## config.mk

```make
export PLATFORM = sky130hd
export DESIGN_NAME = udp_buf_scheduler
export DESIGN_NICKNAME = d
export VERILOG_FILES = /design/src/rtl/udp_buf_scheduler.sv
export SDC_FILE = /design/constraint.sdc
export NUM_CORES = 1
export LEC_CHECK = 0
export BUFFER_PORTS_ARGS = -buffer_cell sky130_fd_sc_hd__buf_2
export CAP_MARGIN = 30
export CORE_ASPECT_RATIO = 2
export CORE_MARGIN = 2
export CORE_UTILIZATION = 52
export DETAILED_ROUTE_END_ITERATION = 12
export PLACE_DENSITY_LB_ADDON = 0.3
export SLEW_MARGIN = 20
export SYNTH_ARGS = -nofsm -noshare
export SYNTH_HDL_FRONTEND = slang
export SYNTH_SLANG_ARGS = --single-unit
```

## constraint.sdc

```tcl
create_clock -name clk -period 3.9 [get_ports clk]
set_input_delay 0.585 -clock clk [delete_from_list [all_inputs] [get_ports clk]]
set_output_delay 0.585 -clock clk [all_outputs]
set_load 0.02 [all_outputs]
```

## src/rtl/udp_buf_scheduler.sv

```systemverilog
// Owns write port A of the 512x32 UDP packet RAM: power-up preload, rx pass-through, tx scheduling.
// States: PRELOAD | IDLE | TX_WAIT. Define UDP_SCHED_DROP_CNT_EN to add the drop_cnt output.
module udp_buf_scheduler #(
    parameter int unsigned PRELOAD_WORDS = 5,
    parameter int unsigned PERIOD_CYCLES = 25000000,
    parameter logic [15:0] DEF_DATA_LEN  = 16'd28,
    parameter logic [15:0] DEF_TOTAL_LEN = 16'd48
) (
    input  logic        clk,
    input  logic        reset_n,
    output logic [3:0]  pl_idx,
    input  logic [31:0] pl_data,
    input  logic        rx_wr_en,
    input  logic [8:0]  rx_wr_addr,
    input  logic [31:0] rx_wr_data,
    input  logic        rx_frame_done,
    input  logic [15:0] rx_data_length,
    input  logic [15:0] rx_total_length,
    output logic        ram_we,
    output logic [8:0]  ram_addr,
    output logic [31:0] ram_din,
    output logic        tx_start,
    input  logic        tx_done,
    output logic [15:0] tx_data_length,
    output logic [15:0] tx_total_length,
    output logic        have_rx
`ifdef UDP_SCHED_DROP_CNT_EN
    ,
    output logic [15:0] drop_cnt
`endif
);

    typedef enum logic [1:0] {S_PRELOAD, S_IDLE, S_TX_WAIT} state_t;

    localparam int          TW         = (PERIOD_CYCLES > 1) ? $clog2(PERIOD_CYCLES) : 1;
    localparam logic [TW-1:0] TIMER_LAST = TW'(PERIOD_CYCLES - 1);
    localparam logic [3:0]  PL_LAST    = 4'(PRELOAD_WORDS - 1);

    state_t        r_state, w_state_nxt;
    logic [3:0]    r_pl_idx, w_pl_idx_nxt;
    logic          r_ram_we, w_ram_we_nxt;
    logic [8:0]    r_ram_addr, w_ram_addr_nxt;
    logic [31:0]   r_ram_din, w_ram_din_nxt;
    logic          r_tx_start, w_tx_start_nxt;
    logic [TW-1:0] r_timer, w_timer_nxt;
    logic [15:0]   r_data_len, w_data_len_nxt;
    logic [15:0]   r_total_len, w_total_len_nxt;
    logic          r_have_rx, w_have_rx_nxt;
    logic          r_rx_active, w_rx_active_nxt;
    logic          r_dropped, w_dropped_nxt;

    always_ff @(posedge clk) begin
        if (!reset_n) begin
            r_state     <= S_PRELOAD;
            r_pl_idx    <= '0;
            r_ram_we    <= 1'b0;
            r_ram_addr  <= '0;
            r_ram_din   <= '0;
            r_tx_start  <= 1'b0;
            r_timer     <= '0;
            r_data_len  <= DEF_DATA_LEN;
            r_total_len <= DEF_TOTAL_LEN;
            r_have_rx   <= 1'b0;
            r_rx_active <= 1'b0;
            r_dropped   <= 1'b0;
        end else begin
            r_state     <= w_state_nxt;
            r_pl_idx    <= w_pl_idx_nxt;
            r_ram_we    <= w_ram_we_nxt;
            r_ram_addr  <= w_ram_addr_nxt;
            r_ram_din   <= w_ram_din_nxt;
            r_tx_start  <= w_tx_start_nxt;
            r_timer     <= w_timer_nxt;
            r_data_len  <= w_data_len_nxt;
            r_total_len <= w_total_len_nxt;
            r_have_rx   <= w_have_rx_nxt;
            r_rx_active <= w_rx_active_nxt;
            r_dropped   <= w_dropped_nxt;
        end
    end

    always_comb begin
        w_state_nxt     = r_state;
        w_pl_idx_nxt    = r_pl_idx;
        w_ram_we_nxt    = 1'b0;
        w_ram_addr_nxt  = r_ram_addr;
        w_ram_din_nxt   = r_ram_din;
        w_tx_start_nxt  = 1'b0;
        w_timer_nxt     = '0;
        w_data_len_nxt  = r_data_len;
        w_total_len_nxt = r_total_len;
        w_have_rx_nxt   = r_have_rx;
        w_rx_active_nxt = rx_frame_done ? 1'b0 : (rx_wr_en ? 1'b1 : r_rx_active);
        // A word blocked while locked poisons the rest of its frame until the frame ends.
        w_dropped_nxt   = rx_frame_done ? 1'b0
                        : ((r_state == S_TX_WAIT && rx_wr_en) ? 1'b1 : r_dropped);
        case (r_state)
            S_PRELOAD: begin
                w_ram_we_nxt   = 1'b1;
                w_ram_addr_nxt = {5'd0, r_pl_idx};
                w_ram_din_nxt  = pl_data;
                if (r_pl_idx == PL_LAST) begin
                    w_pl_idx_nxt = '0;
                    w_state_nxt  = S_IDLE;
                end else begin
                    w_pl_idx_nxt = r_pl_idx + 4'd1;
                end
            end
            S_IDLE: begin
                w_ram_we_nxt   = rx_wr_en;
                w_ram_addr_nxt = rx_wr_addr;
                w_ram_din_nxt  = rx_wr_data;
                // A completed frame outranks a coinciding periodic expiry.
                if (rx_frame_done && !r_dropped) begin
                    w_data_len_nxt  = rx_data_length;
                    w_total_len_nxt = rx_total_length;
                    w_have_rx_nxt   = 1'b1;
                    w_tx_start_nxt  = 1'b1;
                    w_state_nxt     = S_TX_WAIT;
                end else if (!r_rx_active && r_timer == TIMER_LAST) begin
                    w_tx_start_nxt  = 1'b1;
                    w_state_nxt     = S_TX_WAIT;
                end else if (!r_rx_active) begin
                    w_timer_nxt     = r_timer + TW'(1);
                end else begin
                    w_timer_nxt     = r_timer;
                end
            end
            S_TX_WAIT: begin
                if (tx_done) w_state_nxt = S_IDLE;
            end
            default: w_state_nxt = S_PRELOAD;
        endcase
    end

`ifdef UDP_SCHED_DROP_CNT_EN
    logic [15:0] r_drop_cnt;

    always_ff @(posedge clk) begin
        if (!reset_n) begin
            r_drop_cnt <= '0;
        end else if (r_state == S_TX_WAIT && rx_wr_en && r_drop_cnt != 16'hFFFF) begin
            r_drop_cnt <= r_drop_cnt + 16'd1;
        end
    end

    assign drop_cnt = r_drop_cnt;
`endif

    assign pl_idx          = r_pl_idx;
    assign ram_we          = r_ram_we;
    assign ram_addr        = r_ram_addr;
    assign ram_din         = r_ram_din;
    assign tx_start        = r_tx_start;
    assign tx_data_length  = r_data_len;
    assign tx_total_length = r_total_len;
    assign have_rx         = r_have_rx;

endmodule
```

## Word level (Yosys, flattened, before mapping)

Index checks and enable logic that the tools add are counted.

- Flip-flop bits (word level): 109
- Output and inout bits: 80

- $add $sub $neg: 2
- Equal/unequal tests: 7
- Mux-type cells: 11
- Bitwise operators: 2
- Reductions and logical operators: 12

Operator list:

| kind | number |
|---|---|
| $pmux 32 s2 | 1 |
| $add 25x1->25 const B | 1 |
| $eq 25x25->1 const B | 1 |
| $pmux 9 s2 | 1 |
| $mux 2 | 4 |
| $pmux 2 s3 | 1 |
| $add 4x1->4 const B | 1 |
| $eq 4x3->1 const B | 1 |
| $mux 4 | 1 |
| $ne 2x2->1 const B | 2 |
| $reduce_and 2->1 | 2 |
| $reduce_or 4->1 | 1 |
| $logic_and 1x1->1 | 3 |
| $ne 3x3->1 const B | 1 |
| $reduce_and 3->1 | 1 |
| $eq 2x1->1 const B | 1 |
| $eq 2x2->1 const B | 1 |
| $logic_not 1->1 | 2 |
| $logic_not 2->1 | 1 |
| $mux 1 | 2 |
| $not 1->1 | 2 |
| $pmux 1 s2 | 1 |
| $reduce_bool 2->1 | 1 |
| $reduce_or 2->1 | 1 |

## Longest topological paths before layout

Gate-level depths: netlist of run 1.

- Depth in word-level cells: 5
- Depth in mapped cells: 7
- Depth with buffers taken out: 6

## Least setup slack after synthesis of run 1

Ideal clock, no wire load.

- Kind: register -> register
- Start: reg r_timer[0]
- End: reg r_state[0]
- Library setup time: 0.138 ns
- Arrival time: 1.587 ns
- Required time: 3.762 ns
- Slack: 2.175 ns
- Stages on the path, launching flop included: 7
- Cell sequence: dfxtp_1 > ha_1 > and3b_1 > nand3_1 > o32ai_4 > buf_4 > o32ai_1

- Word-level cells in the longest chain between the ends: 4

Ends and longest elaborated chain:

| element | line | RTL |
|---|---|---|
| start: declaration | 45 | `logic [TW-1:0] r_timer, w_timer_nxt;` |
| start signal: assignment | 73 | `r_timer <= w_timer_nxt;` |
| $eq 25x25->1 | 120 | `end else if (!r_rx_active && r_timer == TIMER_LAST) begin` |
| $logic_and 1x1->1 | 120 |  |
| $ne 3x3->1 (no line) | -- |  |
| $reduce_and 3->1 (no line) | -- |  |
| end signal: assignment | 67 | `r_state <= w_state_nxt;` |
| end: declaration | 39 | `state_t r_state, w_state_nxt;` |

Every way passes these cells.
A chain may end at the register's enable or synchronous reset.

## Final worst setup path of run 1

- Start: reg r_state[0]
- End: reg r_data_len[11] (netlist: tx_data_length[11])

- Word-level cells in the longest chain between the ends: 2

Ends and longest elaborated chain:

| element | line | RTL |
|---|---|---|
| $eq 2x1->1 | 97 | `case (r_state)` |
| $reduce_and 2->1 (no line) | -- |  |
| end signal: assignment | 74 | `r_data_len <= w_data_len_nxt;` |
| end: declaration | 46 | `logic [15:0] r_data_len, w_data_len_nxt;` |

Every way passes these cells.

==> impl_metrics.env, run 1 <==
export IMPL_outcome="finished, final reports clean"
export IMPL_min_period_ns=2.41
export IMPL_antenna_cells=0
export IMPL_cp_arrival_ns=2.69
export IMPL_hold_end="tx_total_length[5]"
export IMPL_switching_power_w=0.000614
export IMPL_placed_cells=805
export IMPL_root_buffer="clkbuf_16"
export IMPL_hold_buffers=0
export IMPL_endpoint_kind="register"
export IMPL_avgSynthCellArea_um2=8.46
export IMPL_synth_edff_count=0
export IMPL_cts_repair_resized=0
export IMPL_via_count=4465
export IMPL_fin_nets=831
export IMPL_cts_path_max_buffers=2
export IMPL_finalNonFillerCells=823
export IMPL_timing_rr_start="r_state[0]"
export IMPL_grt_use_total_pct=24.1
export IMPL_dp_hpwl_um=8820
export IMPL_viasPerCell=5.43
export IMPL_p_int_w=0.00177
export IMPL_fin_skew_ns=0.00940
export IMPL_wl_per_cell_um=14.6
export IMPL_htree_levels=3
export IMPL_drive_above_1_share_pct=31.1
export IMPL_syn_instance_count=550
export IMPL_rsz0062_at_grt="no"
export IMPL_globalplace_congestion=0.827
export IMPL_place_ws_ns=1.45
export IMPL_cts_buffers_inserted=9
export IMPL_synth_cell_type_count=46
export IMPL_pwr_share_clk_pct=40.0
export IMPL_hold_start="rx_total_length[5]"
export IMPL_r2r_cells=6
export IMPL_die_height_um=138
export IMPL_power_density_nw_per_um2=402
export IMPL_grt_pass1_vias=4189
export IMPL_clk_pin_slew_worst_paths_ns=0.08
export IMPL_path_max_fanout=43
export IMPL_hold_depth=3
export IMPL_postCtsSetupBuffers=0
export IMPL_ys_seq_area_share_pct=46.9
export IMPL_finalSetupTns_ns=0
export IMPL_setup_viol=0
export IMPL_core_area_um2=8650
export IMPL_dieArea_um2=9760
export IMPL_critical_path_class="register to register"
export IMPL_syn_num_nets=663
export IMPL_portBuffers=189
export IMPL_drt_antenna_violating_nets=0
export IMPL_insertion_delay_ns=0.35
export IMPL_slew_headroom_pct=44.3
export IMPL_fp_dieW_um=70.9
export IMPL_crit_required_ns=4.18
export IMPL_max_cap_violations=0
export IMPL_ys_ff_latch=109
export IMPL_reg2reg_setup_slack_ns=1.49
export IMPL_r2r_end="tx_data_length[11]"
export IMPL_first_pass_iters=4
export IMPL_tightestPinTransition_ns=0.834
export IMPL_hold_worst_slack_ns=0.444
export IMPL_grt_max_degree=87
export IMPL_layout_setup_ws_ns=1.49
export IMPL_routed_wl_um=12000
export IMPL_p_leak_nw=2.54
export IMPL_startpoint_type="register"
export IMPL_grt_pass1_wl_um=18800
export IMPL_cts_tree="done"
export IMPL_min_path_type="input pin to register"
export IMPL_antenna_found_initial=0
export IMPL_ir_worst_vdd_uv=295
export IMPL_drc=0
export IMPL_pwr_share_comb_pct=11.0
export IMPL_cts_sinks=109
export IMPL_boundaryPins=190
export IMPL_synth_ff_type="dfxtp_1"
export IMPL_syn_area_um2=4650
export IMPL_gr_total_overflow=0
export IMPL_ys_warn_count=0
export IMPL_drv_slew=0
export IMPL_synthToLayoutAreaGrowth_pct=27.7
export IMPL_num_rows=48
export IMPL_start_util_pct=53.8
export IMPL_p_seq_share_pct=49.0
export IMPL_max_freq_ghz=0.415
export IMPL_async_reset_ff_share_pct=0
export IMPL_first_iter_violations=286
export IMPL_fillers=698
export IMPL_hold_viol=0
export IMPL_netSwitchingFraction_pct=25.7
export IMPL_fin_crit_sh_pct=61.8
## Yosys cell counts, types with 5 or more instances
cell / n / area share [%]
a21oi_1: 66 / 7.1
nand3_1: 13 / 1.4
xnor2_1: 5 / 0.94
a211oi_1: 12 / 1.9
nand2_1: 77 / 6.2
mux2i_1: 38 / 8.2
nor2_1: 86 / 6.9
buf_1: 7 / 0.56
o31ai_1: 7 / 1.1
a22oi_1: 5 / 0.81
nor3_1: 13 / 1.4
nand4_1: 7 / 0.94
buf_2: 10 / 1.1
o21ai_0: 9 / 0.97
nor2b_1: 5 / 0.67
xor2_1: 6 / 1.1
clkbuf_1: 18 / 1.5
or4_1: 5 / 0.81
or3_1: 6 / 0.81
dfxtp_1: 109 / 47
inv_1: 8 / 0.65
## per-stage QoR
step | util, % | power [W] | instance area (um2)
3_3_place_gp | 64.6 | 0.00145 | 5580
2_1_floorplan | - | 0.00134 | 4650
6_report | 68.7 | 0.00239 | 5940
3_5_place_dp | 64.7 | 0.00146 | 5600
4_1_cts | 68.3 | 0.00240 | 5910
5_1_grt | 68.7 | 0.00248 | 5940
## logic make-up after synthesis
logic type	after synthesis	share of synthesized area (%)
adder cells (fa/ha/maj)	3	0.807
multiplexers	38	8.18
buffers and inverters	47	4.55
AO/OA/AOI/OAI	106	13.7
AND/OR/NAND/NOR	236	23.7
flip-flops	109	46.9
XOR/XNOR	11	2.07
## per-layer routing
metal  share of wire, %  routed length (um)  up-vias  global-route usage [%]
li1                   -                   -     2238                       -
met1                 36                4360     2042                    25.1
met2                 55                6670      160                    44.9
met3                5.8                 692       25                    6.14
met4                2.5                 296        0                    10.1
met5                  0                   0        -                       0
## power by group through the flow
stage | logic, W | registers (W) | clock network, W
floorplan | 0.000108 | 0.00124 | 0
global placement | 0.000254 | 0.00119 | 0
detailed placement | 0.000261 | 0.00120 | 0
CTS | 0.000262 | 0.00117 | 0.000972
global route | 0.000289 | 0.00118 | 0.00101
finish | 0.000262 | 0.00117 | 0.000954
## worst max-delay path, cell delays in order (launching register included)
cell and delay (ns):
dfxtp_2 0.32, buf_4 0.53, inv_1 0.19, nor4_4 0.71, buf_4 0.36, nand2_1 0.09, a21oi_1 0.14
## area by class of cell
cell class | instances | area [um2] | area share, %
sequential | 109 | 2180 | 36.8
inverter | 8 | 30.0 | 0.506
multi-input combinational | 394 | 2270 | 38.2
clock buffer | 9 | 225 | 3.79
clock inverter | 7 | 86.3 | 1.45
tap | 100 | 125 | 2.11
timing repair buffer | 196 | 1020 | 17.2
## placed cells by master (no fill, tap or decap), types with 12 or more instances in the layout
| cell type | count |
|---|---|
| buf_2 | 189 |
| dfxtp_1 | 107 |
| nor2_1 | 86 |
| nand2_1 | 77 |
| a21oi_1 | 66 |
| mux2i_1 | 38 |
| nand3_1 | 13 |
| nor3_1 | 13 |
| a211oi_1 | 12 |
## sequential cells by signal (all words and copies together), names as in the netlist
register and cells:
have_rx 1, pl_idx 4, r_dropped 1, r_rx_active 1, r_state 2, r_timer 25, ram_addr 9, ram_din 32
ram_we 1, tx_data_length 16, tx_start 1, tx_total_length 16
## worst max path at each step
stage / start / end / slack, ns / cells past startpoint
3_5_place_dp: r_state[0] / tx_data_length[11] / 1.45 / 6
5_1_grt: r_state[0] / tx_data_length[12] / 1.24 / 6
3_3_place_gp: r_state[0] / r_state[1] / 1.54 / 4
2_1_floorplan: r_timer[0] / r_state[0] / 2.18 / 6
4_1_cts: r_state[0] / tx_data_length[5] / 1.45 / 6
6_report: r_state[0] / tx_data_length[11] / 1.49 / 6
(Power assumes the default switching activity.)
==> run 2, diff against run 1 <==
--- a/config.mk
+++ b/config.mk
@@ -9,7 +9,7 @@
 export CAP_MARGIN = 30
 export CORE_ASPECT_RATIO = 2
 export CORE_MARGIN = 2
-export CORE_UTILIZATION = 52
+export CORE_UTILIZATION = 44
 export DETAILED_ROUTE_END_ITERATION = 12
 export PLACE_DENSITY_LB_ADDON = 0.3
 export SLEW_MARGIN = 20
==> constraint.sdc (replaced) <==
create_clock -name clk -period 2 [get_ports clk]
set_input_delay 0.3 -clock clk [delete_from_list [all_inputs] [get_ports clk]]
set_output_delay 0.3 -clock clk [all_outputs]
set_load 0.02 [all_outputs]
==> run 2 against run 1 <==
Core utilization decreased by 10 points. Via count grew 1.4%. Critical path depth stayed put.
==> impl_metrics.env, run 2 (synthesis results as in run 1) <==
export IMPL_fin_crit_sh_pct=95.1
export IMPL_final_common_cell="buf_2"
export IMPL_most_common_layout_cells="buf_2 (189), dfxtp_1 (107), nor2_1 (86)"
export IMPL_fin_skew_ns=0.00624
export IMPL_use_met3_pct=4.46
export IMPL_max_cap_violations=0
export IMPL_antenna_cells=0
export IMPL_boundaryPins=190
export IMPL_crit_chain="ha_1 > and3b_2 > nand4_1 > buf_6 > or3_1 > a211oi_2"
export IMPL_p_leak_nw=2.58
export IMPL_viasPerCell=5.19
export IMPL_root_buffer="clkbuf_16"
export IMPL_first_pass_iters=5
export IMPL_crit_required_ns=2.26
export IMPL_busiest_layer="met2"
export IMPL_synthToLayoutAreaGrowth_pct=30.3
export IMPL_drt_antenna_violating_nets=0
export IMPL_cts_sinks=109
export IMPL_drive_above_1_share_pct=32.4
export IMPL_max_freq_ghz=0.526
export IMPL_cts_tree="done"
export IMPL_grt_max_degree=56
export IMPL_tightestPinTransition_ns=0.501
export IMPL_placed_cells=855
export IMPL_wl_per_cell_um=14.1
export IMPL_ir_worst_vdd_uv=632
export IMPL_cp_slowest_stage_delay_ns=0.38
export IMPL_htree_levels=3
export IMPL_startpoint_type="register"
export IMPL_largest_reg_flops=32
export IMPL_grt_met2_usage_pct=40.0
export IMPL_p_total_w=0.00450
export IMPL_min_period_ns=1.90
export IMPL_fillers=968
export IMPL_routed_wl_um=12300
export IMPL_antenna_found_initial=0
export IMPL_clk_pin_slew_worst_paths_ns=0.07
export IMPL_die_height_um=149
export IMPL_dieArea_um2=11500
export IMPL_portBuffers=189
export IMPL_grt_pass1_wl_um=19400
export IMPL_finalNonFillerCells=872
export IMPL_num_rows=53
export IMPL_hold_buffers=0
export IMPL_drc=0
export IMPL_fin_nets=843
export IMPL_path_max_fanout=7
export IMPL_fp_dieW_um=76.7
export IMPL_cp_slowest_cell="dfxtp_1"
export IMPL_hold_viol=0
export IMPL_critical_path_class="register to register"
export IMPL_path_buf_inv=1
export IMPL_grt_pass1_vias=4294
export IMPL_grt_use_total_pct=20.8
export IMPL_cts_buffers_inserted=9
export IMPL_via_count=4526
export IMPL_cp_arrival_ns=2.16
export IMPL_cp_top_family="simple AND/OR/NAND/NOR gates"
export IMPL_outcome="finished, final reports clean"
export IMPL_endpoint_kind="register"
export IMPL_core_area_um2=10400
export IMPL_drv_slew=0
export IMPL_first_iter_violations=205
export IMPL_dp_hpwl_um=9300
export IMPL_use_met1_pct=21.2
export IMPL_gr_total_overflow=0
export IMPL_insertion_delay_ns=0.34
export IMPL_cts_path_max_buffers=2
export IMPL_globalplace_congestion=0.873
export IMPL_min_path_type="input pin to register"
export IMPL_slew_headroom_pct=66.6
export IMPL_reg2reg_setup_slack_ns=0.1
export IMPL_power_density_nw_per_um2=743
export IMPL_start_util_pct=44.7
export IMPL_setup_viol=0
-- run 2: what timing repair did --
item | in CTS | in global routing
endpoints found under the setup margin | 0 | 18
endpoints found under the hold margin | 0 | 0
setup buffers | 0 | 1
gates resized for setup | 0 | 3
-- run 2: final cells by class --
class / instances / area, um2 / area share (%)
tap: 137 / 171 / 2.83
inverter: 8 / 30.0 / 0.495
clock inverter: 5 / 42.5 / 0.702
timing repair buffer: 208 / 1120 / 18.4
multi-input combinational: 394 / 2270 / 37.5
clock buffer: 11 / 243 / 4.00
sequential: 109 / 2180 / 36.0
-- run 2: worst paths after layout --
check,from,end,cells past startpoint
max,r_timer[1],r_timer[14],6
min,rx_data_length[3],tx_data_length[3],3
max reg2reg,r_timer[1],r_timer[14],6
min reg2reg,tx_total_length[6],tx_total_length[6],2
-- run 2: where the power goes --
group | internal, W | leakage [nW] | switching [W]
combinational | 0.000224 | 1.56 | 0.000296
sequential | 0.00224 | 0.890 | 0.0000458
clock | 0.000894 | 0.137 | 0.000807
total | 0.00336 | 2.58 | 0.00115
-- run 2: routing by layer --
layer  up-vias  part of all wire, %
li1       2257                    -
met1      2082                   36
met2       161                   56
met3        26                  5.3
met4         0                  2.4
met5         -                    0
-- run 2: worst reg2reg max path: cells and delay by family (launching register included) --
kind | cells | cell delay (ns)
and+or+nand+nor | 3 | 0.80
DFF | 1 | 0.38
AOI/OAI and AO/OA | 1 | 0.24
buffers and inverters | 1 | 0.22
adders and majority gates | 1 | 0.17
-- run 2: stage by stage --
stage                     util [%]  area (um2)  setup TNS (ns)  worst slack (ns)  hold slack, ns
after detailed placement      55.3        5760               0            0.0342           0.444
after global placement        55.3        5760               0             0.181           0.440
final                         58.2        6060               0            0.0986           0.164
after global routing          58.2        6060         -0.0155           -0.0155           0.158
after floorplan                  -        4650               0             0.275           0.416
after CTS                     58.1        6040               0            0.0255           0.151
